**src/rtl/mac_frame_arbiter.sv**
```systemverilog
// Round-robin frame arbiter that shares one MAC control unit between two
// requesters: grants whole frames, streams the tuples through a register stage,
// waits for the MAC result (bounded by a timeout) and returns it to the owner.
module mac_frame_arbiter #(
    parameter int DATA_W  = 8,
    parameter int RES_W   = 25,
    parameter int TIMEOUT = 255
) (
    input  logic                     clk,
    input  logic                     reset,
    input  logic                     req0_valid,
    input  logic                     req0_last,
    input  logic                     req0_mode,
    input  logic [4*DATA_W-1:0]      req0_ops,
    output logic                     req0_ready,
    output logic                     req0_res_valid,
    output logic signed [RES_W-1:0]  req0_res,
    output logic                     req0_err,
    input  logic                     req1_valid,
    input  logic                     req1_last,
    input  logic                     req1_mode,
    input  logic [4*DATA_W-1:0]      req1_ops,
    output logic                     req1_ready,
    output logic                     req1_res_valid,
    output logic signed [RES_W-1:0]  req1_res,
    output logic                     req1_err,
    output logic                     mac_valid_input,
    output logic                     mac_last_input,
    output logic                     mac_mode,
    output logic signed [DATA_W-1:0] mac_num_a,
    output logic signed [DATA_W-1:0] mac_num_b,
    output logic signed [DATA_W-1:0] mac_num_c,
    output logic signed [DATA_W-1:0] mac_num_x,
    input  logic                     mac_valid_output,
    input  logic signed [RES_W-1:0]  mac_final_output,
    output logic                     busy,
    output logic                     grant_id
);

    typedef enum logic [1:0] {IDLE, STREAM, WAIT_RES, DELIVER} state_t;

    // The abort fires on the edge where the wait counter would reach TIMEOUT.
    localparam logic [15:0] TIMEOUT_LAST = 16'(TIMEOUT - 1);

    state_t              state;
    state_t              state_nxt;
    logic                ptr;
    logic [15:0]         wait_cnt;
    logic                grant_any;
    logic                grant_pick;
    logic                sel_valid;
    logic                sel_last;
    logic [4*DATA_W-1:0] sel_ops;
    logic                accept;
    logic                timed_out;

    // Pick the next owner: a lone requester wins, a tie goes to the pointer.
    always_comb begin
        grant_any  = req0_valid | req1_valid;
        grant_pick = (req0_valid & req1_valid) ? ptr : req1_valid;
    end

    // Route the owner's tuple and detect handshakes and the wait timeout.
    always_comb begin
        sel_valid = grant_id ? req1_valid : req0_valid;
        sel_last  = grant_id ? req1_last  : req0_last;
        sel_ops   = grant_id ? req1_ops   : req0_ops;
        accept    = (state == STREAM) && sel_valid;
        timed_out = (state == WAIT_RES) && !mac_valid_output && (wait_cnt == TIMEOUT_LAST);
    end

    // State register.
    always_ff @(posedge clk or posedge reset) begin
        if (reset) begin
            state <= IDLE;
        end else begin
            state <= state_nxt;
        end
    end

    // Next-state logic; a result strobe outside WAIT_RES is ignored.
    always_comb begin
        state_nxt = state;
        case (state)
            IDLE:     if (grant_any) state_nxt = STREAM;
            STREAM:   if (accept && sel_last) state_nxt = WAIT_RES;
            WAIT_RES: begin
                if (mac_valid_output) begin
                    state_nxt = DELIVER;
                end else if (timed_out) begin
                    state_nxt = IDLE;
                end
            end
            DELIVER:  state_nxt = IDLE;
            default:  state_nxt = IDLE;
        endcase
    end

    // Handshake, result strobe and status outputs decoded from state.
    always_comb begin
        req0_ready     = (state == STREAM) && !grant_id;
        req1_ready     = (state == STREAM) && grant_id;
        req0_res_valid = (state == DELIVER) && !grant_id;
        req1_res_valid = (state == DELIVER) && grant_id;
        busy           = (state != IDLE);
    end

    // Grant ownership, per-frame MAC mode and round-robin pointer.
    always_ff @(posedge clk or posedge reset) begin
        if (reset) begin
            grant_id <= 1'b0;
            mac_mode <= 1'b0;
            ptr      <= 1'b0;
        end else begin
            if (state == IDLE && grant_any) begin
                grant_id <= grant_pick;
                mac_mode <= grant_pick ? req1_mode : req0_mode;
            end
            if (state == DELIVER || timed_out) begin
                ptr <= !grant_id;
            end
        end
    end

    // Launch accepted tuples to the MAC one cycle after the handshake.
    always_ff @(posedge clk or posedge reset) begin
        if (reset) begin
            mac_valid_input <= 1'b0;
            mac_last_input  <= 1'b0;
            mac_num_a       <= '0;
            mac_num_b       <= '0;
            mac_num_c       <= '0;
            mac_num_x       <= '0;
        end else begin
            mac_valid_input <= accept;
            mac_last_input  <= accept & sel_last;
            if (accept) begin
                mac_num_a <= $signed(sel_ops[4*DATA_W-1 -: DATA_W]);
                mac_num_b <= $signed(sel_ops[3*DATA_W-1 -: DATA_W]);
                mac_num_c <= $signed(sel_ops[2*DATA_W-1 -: DATA_W]);
                mac_num_x <= $signed(sel_ops[DATA_W-1 -: DATA_W]);
            end
        end
    end

    // Count cycles spent waiting for the MAC result.
    always_ff @(posedge clk or posedge reset) begin
        if (reset) begin
            wait_cnt <= '0;
        end else if (state == WAIT_RES) begin
            wait_cnt <= wait_cnt + 16'd1;
        end else begin
            wait_cnt <= '0;
        end
    end

    // Capture the result for the owner and flag frames aborted by timeout.
    always_ff @(posedge clk or posedge reset) begin
        if (reset) begin
            req0_res <= '0;
            req1_res <= '0;
            req0_err <= 1'b0;
            req1_err <= 1'b0;
        end else begin
            req0_err <= timed_out && !grant_id;
            req1_err <= timed_out && grant_id;
            if (state == WAIT_RES && mac_valid_output) begin
                if (grant_id) begin
                    req1_res <= mac_final_output;
                end else begin
                    req0_res <= mac_final_output;
                end
            end
        end
    end

endmodule

```
**config.mk**
```make
export PLATFORM = sky130hd
export DESIGN_NAME = mac_frame_arbiter
export DESIGN_NICKNAME = d
export VERILOG_FILES = /design/src/rtl/mac_frame_arbiter.sv
export SDC_FILE = /design/constraint.sdc
export NUM_CORES = 1
export LEC_CHECK = 0
export CORE_MARGIN = 2
export CORE_UTILIZATION = 43
export DETAILED_ROUTE_END_ITERATION = 8
export PLACE_DENSITY_LB_ADDON = 0.3
export SYNTH_ARGS = -nofsm -noshare
export SYNTH_HDL_FRONTEND = slang
export SYNTH_SLANG_ARGS = --single-unit
```
**constraint.sdc**
```tcl
create_clock -name clk -period 4.1 [get_ports clk]
set_input_delay 0.615 -clock clk [delete_from_list [all_inputs] [get_ports clk]]
set_output_delay 0.615 -clock clk [all_outputs]
set_load 0.02 [all_outputs]
```
==> impl.org, run 1 <==
** Run status
- The flow ran to the end, and the final reports show no timing, DRC or antenna violations.

** Yosys
- In the synthesized netlist the async set-or-reset flop fraction comes to 100%.
- Synthesized net count :: 474
- The number of different library cells used by synthesis comes to 36.
- Synthesis-stage register bit count :: 107
- In the synthesized netlist, the number of instances is between 300 and 400.
- Number of flops mapped to enable cells by yosys :: 0
- Of the synthesized area, sequential elements account for 58.9%.
- Prevailing post-synth register cell :: sky130_fd_sc_hd__dfrtp_1
- Yosys printed 0 warnings.
- The average instance in the mapped netlist occupies 12.2 µm².
- Cell area after synthesis :: 4550 µm²

** Floorplan
- Core region area :: 10300 µm²
- From bottom edge to top edge, the die measures 107 µm.
- Die area :: 11400 µm²
- The floorplan step set the die width to ~110 µm.
- # rows :: 37
- Once the floorplan was initialized, standard cells occupied 44.2% of the core.
- Ports :: around 190

** Placement
- In this run, placement finished with an instance count of between 600 and 700.
- Routability-driven placement finished with a final weighted congestion of 0.754.
- Detailed-placement wirelength estimate :: 8.49 mm
- In this run the tool buffered the top-level ports with 190 buffer cells.

** STA
- The max-slew violation total from the final report is 0.
- Endpoints failing hold :: 0
- Derived from the worst setup path, the maximum achievable clock frequency is 378 MHz.
- Tcrit/Tclk final :: 64.6%
- Count of endpoints failing setup in the final report :: 0
- Adding up every negative setup slack in the final design gives 0 ns.
- Unrepaired setup endpoints after global routing :: false
- After layout, the minimum clock period comes to 2.65 ns.
- Transition at the pin with the smallest max-transition slack :: 0.890 ns
- The worst pin sits at a relative slew slack of 40.7%.
- Clock Skew :: 0.0145 ns

** Layout
- The net count of the finished layout is 657.
- P&R area growth vs syn :: 48.2%
- Layout cell share with drive strength beyond 1 :: 4.27%
- Antenna diode count :: 0
- The sequential cells in the finished layout cover a total of about 2700 µm².
- Leaving out fill and tap cells, the most frequent cell in the layout is sky130_fd_sc_hd__clkdlybuf4s50_1.
- Most frequent cells in the layout :: 190 x sky130_fd_sc_hd__clkdlybuf4s50_1, 106 x sky130_fd_sc_hd__dfrtp_1, 50 x sky130_fd_sc_hd__mux2_1, 50 x sky130_fd_sc_hd__nor2_1, 40 x sky130_fd_sc_hd__a21oi_1
- Number of fill cells :: 805
- Leaving out filler cells and counting taps, the final layout contains 698.
- Summing all multi-input logic gate instances after layout gives ~1700 µm².

** Clocking
- Number of levels in the clock H-tree :: 3
- The tree is rooted in a sky130_fd_sc_hd__clkbuf_8.
- TritonCTS built the clock tree.
- Clock-pin slew was measured on the worst setup and hold paths at 0.11 ns.
- Resize count post-CTS :: 0
- For this design, the sink count on the clock tree is 107.
- Maximum buffer depth of the clock tree :: 2
- Clock latency on the worst-skew pair :: 0.35 ns
- CTS buffer count :: 9
- Post-CTS timing repair inserted 0 buffers for setup.
- Hold-fix buffer count after cts :: 0

** Power and ir drop
- After layout, the design draws a total of 4620 µW.
- IR analysis of the VDD net gives a maximum drop of between 300 and 400 µV.
- Static leakage :: 0.00293 µW
- Power spread over the standard cell area amounts to 686 nW/µm².

** Setup path
- Worst EP arrival :: 2.03 ns
- Crit start category :: register
- The worst setup path is captured at an output port.
- At the worst endpoint, the required time is about 3.5 ns.
- In this run the worst path has a maximum fanout of 38.
- By startpoint and endpoint, the worst setup path is classified as reg2out.

** Detailed routing
- Drc violations :: 0
- The final route contains 3509 vias.
- After detailed routing, the average wire length per cell comes to 16.1 µm.
- The first detailed-routing pass ran for 4 iterations.
- Count of routing violations after the opening detailed-route iteration :: between 150 and 200
- Using the TritonRoute via totals, the vias-per-cell ratio works out to 5.03.
- The routed design has 11.2 mm of wire.
- The count of nets left with antenna violations once routing finished came out at 0.

** Global route
- Entering global routing, the biggest net connects 74 pins.
- Global routing consumed, over all layers together, 19.8% of the routing resources.
- The number of global-route vias before repair was approximately 3600.
- Antenna violations before repair :: 0
- Sum of overflow across all layers after global routing :: 0
- The first global-routing pass estimated 17.9 mm of wire.

** Worst hold path
- The worst hold path belongs to the class reg2reg.

** Run
- The tool flagged a number of max-cap violations equal to 0.
where the power goes:
part | internal (µW) | leakage, µW | switching (µW)
clock | 237 | 0.0000917 | 378
combinational | 1120 | 0.00152 | 1210
sequential | 1460 | 0.00132 | 218
total | 2820 | 0.00293 | 1810
routing by layer:
layer	routed length (µm)	up-vias	track usage, %
met5	0	-	0
met2	5530	131	34.0
met4	217	0	7.14
li1	-	1661	-
met1	4640	1701	24.4
met3	842	16	4.68
Yosys cell counts, drive strengths merged (3+ instances only):
| cell | n | area [µm²] |
|---|---|---|
| buf | 18 | 103 |
| dfrtp | 107 | 2680 |
| or3 | 5 | 31.3 |
| and2 | 3 | 18.8 |
| mux2 | 50 | 563 |
| o21ai | 8 | 40.0 |
| clkbuf | 4 | 15.0 |
| nand3 | 6 | 35.0 |
| a21oi | 40 | 200 |
| xor2 | 7 | 61.3 |
| mux2i | 35 | 350 |
| inv | 6 | 22.5 |
| nor2 | 51 | 191 |
| nand2 | 8 | 30.0 |
| nand4 | 4 | 40.0 |
worst paths after layout:
| kind | slack, ns | depth (start not counted) | to | startpoint |
|---|---|---|---|---|
| setup / recovery | 1.45 | 2 | grant_id | grant_id |
| hold / removal | 0.49 | 1 | wait_cnt[0] | wait_cnt[0] |
| setup reg to reg | 1.94 | 6 | mac_num_a[0] | grant_id |
| hold reg to reg | 0.49 | 1 | wait_cnt[0] | wait_cnt[0] |
| max in group asynchronous | 2.59 | 3 | mac_num_x[2] | reset |
| min in group asynchronous | 0.77 | 2 | req0_res[18] | reset |
sequential cells by signal, indices dropped and copies added, names as in the netlist:
name             flops
mac_num_b            8
mac_num_c            8
req0_res            25
mac_mode             1
req0_err             1
mac_last_input       1
req1_res            25
mac_num_x            8
mac_valid_input      1
state                2
ptr                  1
grant_id             1
req1_err             1
mac_num_a            8
wait_cnt            16
through the flow:
step | area [µm²] | setup WS, ns | hold slack [ns] | utilization, %
6_report | 6740 | 1.45 | 0.489 | 65.6
5_1_grt | 6740 | 1.33 | 0.507 | 65.6
4_1_cts | 6740 | 1.41 | 0.495 | 65.6
3_5_place_dp | 6560 | 1.62 | 0.474 | 63.8
3_3_place_gp | 6560 | 1.70 | 0.459 | 63.8
2_1_floorplan | 4550 | 0.668 | 0.446 | -
logic make-up (layout without fill, tap and decap cells):
group	count (synthesis)	count (layout)	synth area share [%]
AO/OA/AOI/OAI	53	53	6.08
XOR/XNOR	8	8	1.54
adder cells (fa/ha/maj)	2	2	0.550
buffers and inverters	28	216	3.08
flip-flops	107	107	58.9
multiplexers	85	85	20.1
AND/OR/NAND/NOR	91	91	9.77
layout make-up:
class	count	share of cell area, %
clock buffers	10	1.89
clock inverters	6	0.835
inverters	6	0.371
multi-input cells	239	25.8
flip-flops and latches	107	39.8
well taps	136	2.53
repair buffers	194	28.9
critical path, stage by stage, from the launching register on:
cell and delay [ns]:
sky130_fd_sc_hd__dfrtp_2 0.42, sky130_fd_sc_hd__buf_4 0.52, sky130_fd_sc_hd__clkdlybuf4s50_1 0.72
No activity file was read; power rests on OpenSTA's default activity.
==> run 2: changes to the inputs <==
- clock period: 4.1 -> 2.7 ns (I/O delays scaled with it)
==> impl.org, run 2 (same netlist as run 1, synthesis figures left out) <==
** Run status
- The flow ran to the end, and the final reports show no timing, DRC or antenna violations.

** Global route
- Total track usage :: 19.3%
- For this run the aggregate overflow at the end of global routing stands at 0.
- The first global-routing pass estimated about 17 mm of wire.
- The initial antenna violation count was 0.
- Entering global routing, the biggest net connects 108 pins.
- The number of global-route vias before repair is 3404.

** Detailed routing
- Once detail routing completed, the nets flagged for antenna violations numbered 0.
- Wire segments on met3 add up to 813 µm in the final route.
- For this run, design rule violations remaining after detail routing come to 0.
- Vias after detailed routing :: 3472
- For this block, the initial DRC count from the detailed router was 152.
- Drt first pass iters :: 4
- Average via count per standard cell :: approximately 5.0
- In this run the top signal layer used is met4.
- After detailed routing, the total wire length is approximately 11 mm.
- Wire segments on met2 add up to 5.19 mm in the final route.
- In the final routed layout, each cell accounts on average for 15.4 µm.
- The detailed router put a total of 4.51 mm of wire on met1.

** Power and ir drop
- Overall power consumption after layout is estimated at 7200 µW.
- Cell internal power was estimated by the tool at 4480 µW.
- Peak supply drop :: 622 µV
- Of the total power, registers draw between 30 and 40%.
- Share of power burned in the clock network :: 15.4%
- For this design the ratio of total power to cell area is 1060 nW/µm².
- Net switching power :: approximately 2700 µW
- The analysis attributes to cell leakage a power of 0.00296 µW.
- In this run, the combinational gates consume about half of the power.
- Net switching is a little under two fifths of the power.

** Placement
- The number of placed instances, taps included, is 682.
- Routability-driven placement finished with a final weighted congestion of 0.763.
- Port Buffers :: 190
- Detailed-placement wirelength estimate :: 8.10 mm
- Once placement finished, the instance area stood at 6570 µm².

** Layout
- Fin cells :: 698
- From synthesis to final layout, the design area changed by 49.5%.
- Total area of multi-input combinational cells :: 1740 µm²
- After filler insertion, the fill cell instance count of the layout stands at 809.
- Most frequent cells in the layout :: 190 x sky130_fd_sc_hd__clkdlybuf4s50_1, 106 x sky130_fd_sc_hd__dfrtp_1, 50 x sky130_fd_sc_hd__mux2_1, 50 x sky130_fd_sc_hd__nor2_1, 40 x sky130_fd_sc_hd__a21oi_1
- Sequential cell area :: 2680 µm²
- NumNets Final :: 657
- Layout cell share with drive strength beyond 1 :: 4.45%
- The largest registers in the layout are req0_res (25), req1_res (25), wait_cnt (16).
- The library cell used most frequently in the layout, excluding fill and tap cells, is sky130_fd_sc_hd__clkdlybuf4s50_1.
- Antenna diode count :: 0
- Summed area of non-filler cells in the final layout :: around 7000 µm²

** Setup path
- Worst EP arrival :: 1.83 ns
- The critical path ends at req1_ready.
- Worst path cell trace :: nand2b_1 > nor2_1 > clkdlybuf4s50_1
- On the critical path, the stage with the largest delay is an instance of sky130_fd_sc_hd__clkdlybuf4s50_1.
- Number of gates on the worst path with buffers counted :: 3
- The worst register-to-register path begins at grant_id.
- The number of cells on the worst reg-to-reg path is 4.
- The worst register-to-register path has a setup slack of 0.82 ns.
- Launching instance or port of the critical path :: state[1]
- Buffers and inverters on the worst path :: 1
- The critical path is of the reg2out type.
- STA classifies the critical path startpoint as a register.
- The worst setup path is captured at an output port.
- Among cell families on the critical path, the largest total delay comes from buffers and inverters.
- In this design, the stage delay of the slowest critical-path cell is 0.63 ns.
- Crit Path Max Fanout :: 8
- The worst register-to-register path ends at state[0].
- CP Data Required Time :: ~2.3 ns

** Clocking
- The number of setup buffers added after CTS is 0.
- Clock latency on the worst-skew pair, taken at its later pin, is 0.36 ns.
- No sink is reached through more buffers than the 2 on the longest clock path.
- CTS buffer count :: 9
- Clock-pin slew was measured on the worst setup and hold paths at 0.10 ns.
- In this run, post-CTS repair resized a total of 0 instances.
- After clock tree synthesis, the flow added hold-fix buffers numbering 0.
- TritonCTS built the clock tree.
- Clock tree synthesis found a total of 107 sinks.
- Clock tree root buffer cell :: sky130_fd_sc_hd__clkbuf_8
- In this run the number of H-tree levels came out at 3.

** Floorplan
- # rows :: 37
- Once the floorplan was initialized, standard cells occupied 44.2% of the core.
- Die outline width :: 107 µm
- Core region area :: 10300 µm²
- The die is 107 µm tall.
- The die covers approximately 11000 µm².
- For this design the top-level I/O count stands at 191.

** STA
- Tcrit/Tclk final :: 82.7%
- Worst slew margin relative to its limit :: approximately 57%
- Final worst path period need :: 2.23 ns
- For the pin with the worst max-slew slack, the measured transition is ~0.65 ns.
- Final Max Slew Viols :: 0
- Derived from the worst setup path, the maximum achievable clock frequency is 448 MHz.
- Setup TNS :: 0 ns
- Setup repair after global routing left no endpoint under its margin.
- The number of failing hold endpoints at the final stage came to 0.
- Clock Skew :: around 0.014 ns
- Setup violations remaining at the end of the flow were counted as 0.

** Worst hold path
- Hold/Removal Path Class :: reg2reg

** Run
- The tool flagged a number of max-cap violations equal to 0.
run 2: changes by cell type in the layout (fill, tap and decap cells not counted), sizes merged:
cell,previous run,this run
clkinvlp,1,2
inv,11,9
bufinv,0,2
clkbuf,10,9
run 2: how the worst min path moves through the flow:
stage / from / endpoint / depth (start not counted)
2_1_floorplan: wait_cnt[0] / wait_cnt[0] / 1
5_1_grt: req1_res[20] / req1_res[20] / 1
4_1_cts: wait_cnt[0] / wait_cnt[0] / 1
3_5_place_dp: wait_cnt[0] / wait_cnt[0] / 1
3_3_place_gp: wait_cnt[0] / wait_cnt[0] / 1
6_report: wait_cnt[0] / wait_cnt[0] / 1
run 2: final cells by class:
class | count | share of cell area [%]
Sequential cell | 107 | 39.4
Timing Repair Buffer | 194 | 28.8
Multi-Input combinational cell | 239 | 25.5
Tap cell | 136 | 2.50
Clock buffer | 9 | 1.82
Clock inverter | 7 | 1.55
Inverter | 6 | 0.387
run 2: power groups by stage:
stage | clock (µW) | sequential, µW | combinational (µW)
after floorplan | 0 | 3270 | 1150
after global placement | 0 | 2590 | 3470
after detailed placement | 0 | 2630 | 3540
after CTS | 1140 | 2600 | 3550
after global routing | 1200 | 2680 | 3740
final | 1110 | 2590 | 3500
run 2: per-layer routing:
metal | GRT usage [%] | vias to the layer above
met5 | 0 | -
met4 | 7.70 | 0
met3 | 4.74 | 19
met2 | 31.7 | 133
met1 | 24.6 | 1664
li1 | - | 1656
run 2: through the flow:
step	setup WS (ns)	hold slack [ns]	utilization [%]
2_1_floorplan	0.977	0.446	-
3_3_place_gp	0.472	0.456	63.9
3_5_place_dp	0.448	0.470	63.9
4_1_cts	0.441	0.485	66.1
5_1_grt	0.366	0.515	66.1
6_report	0.468	0.481	66.1
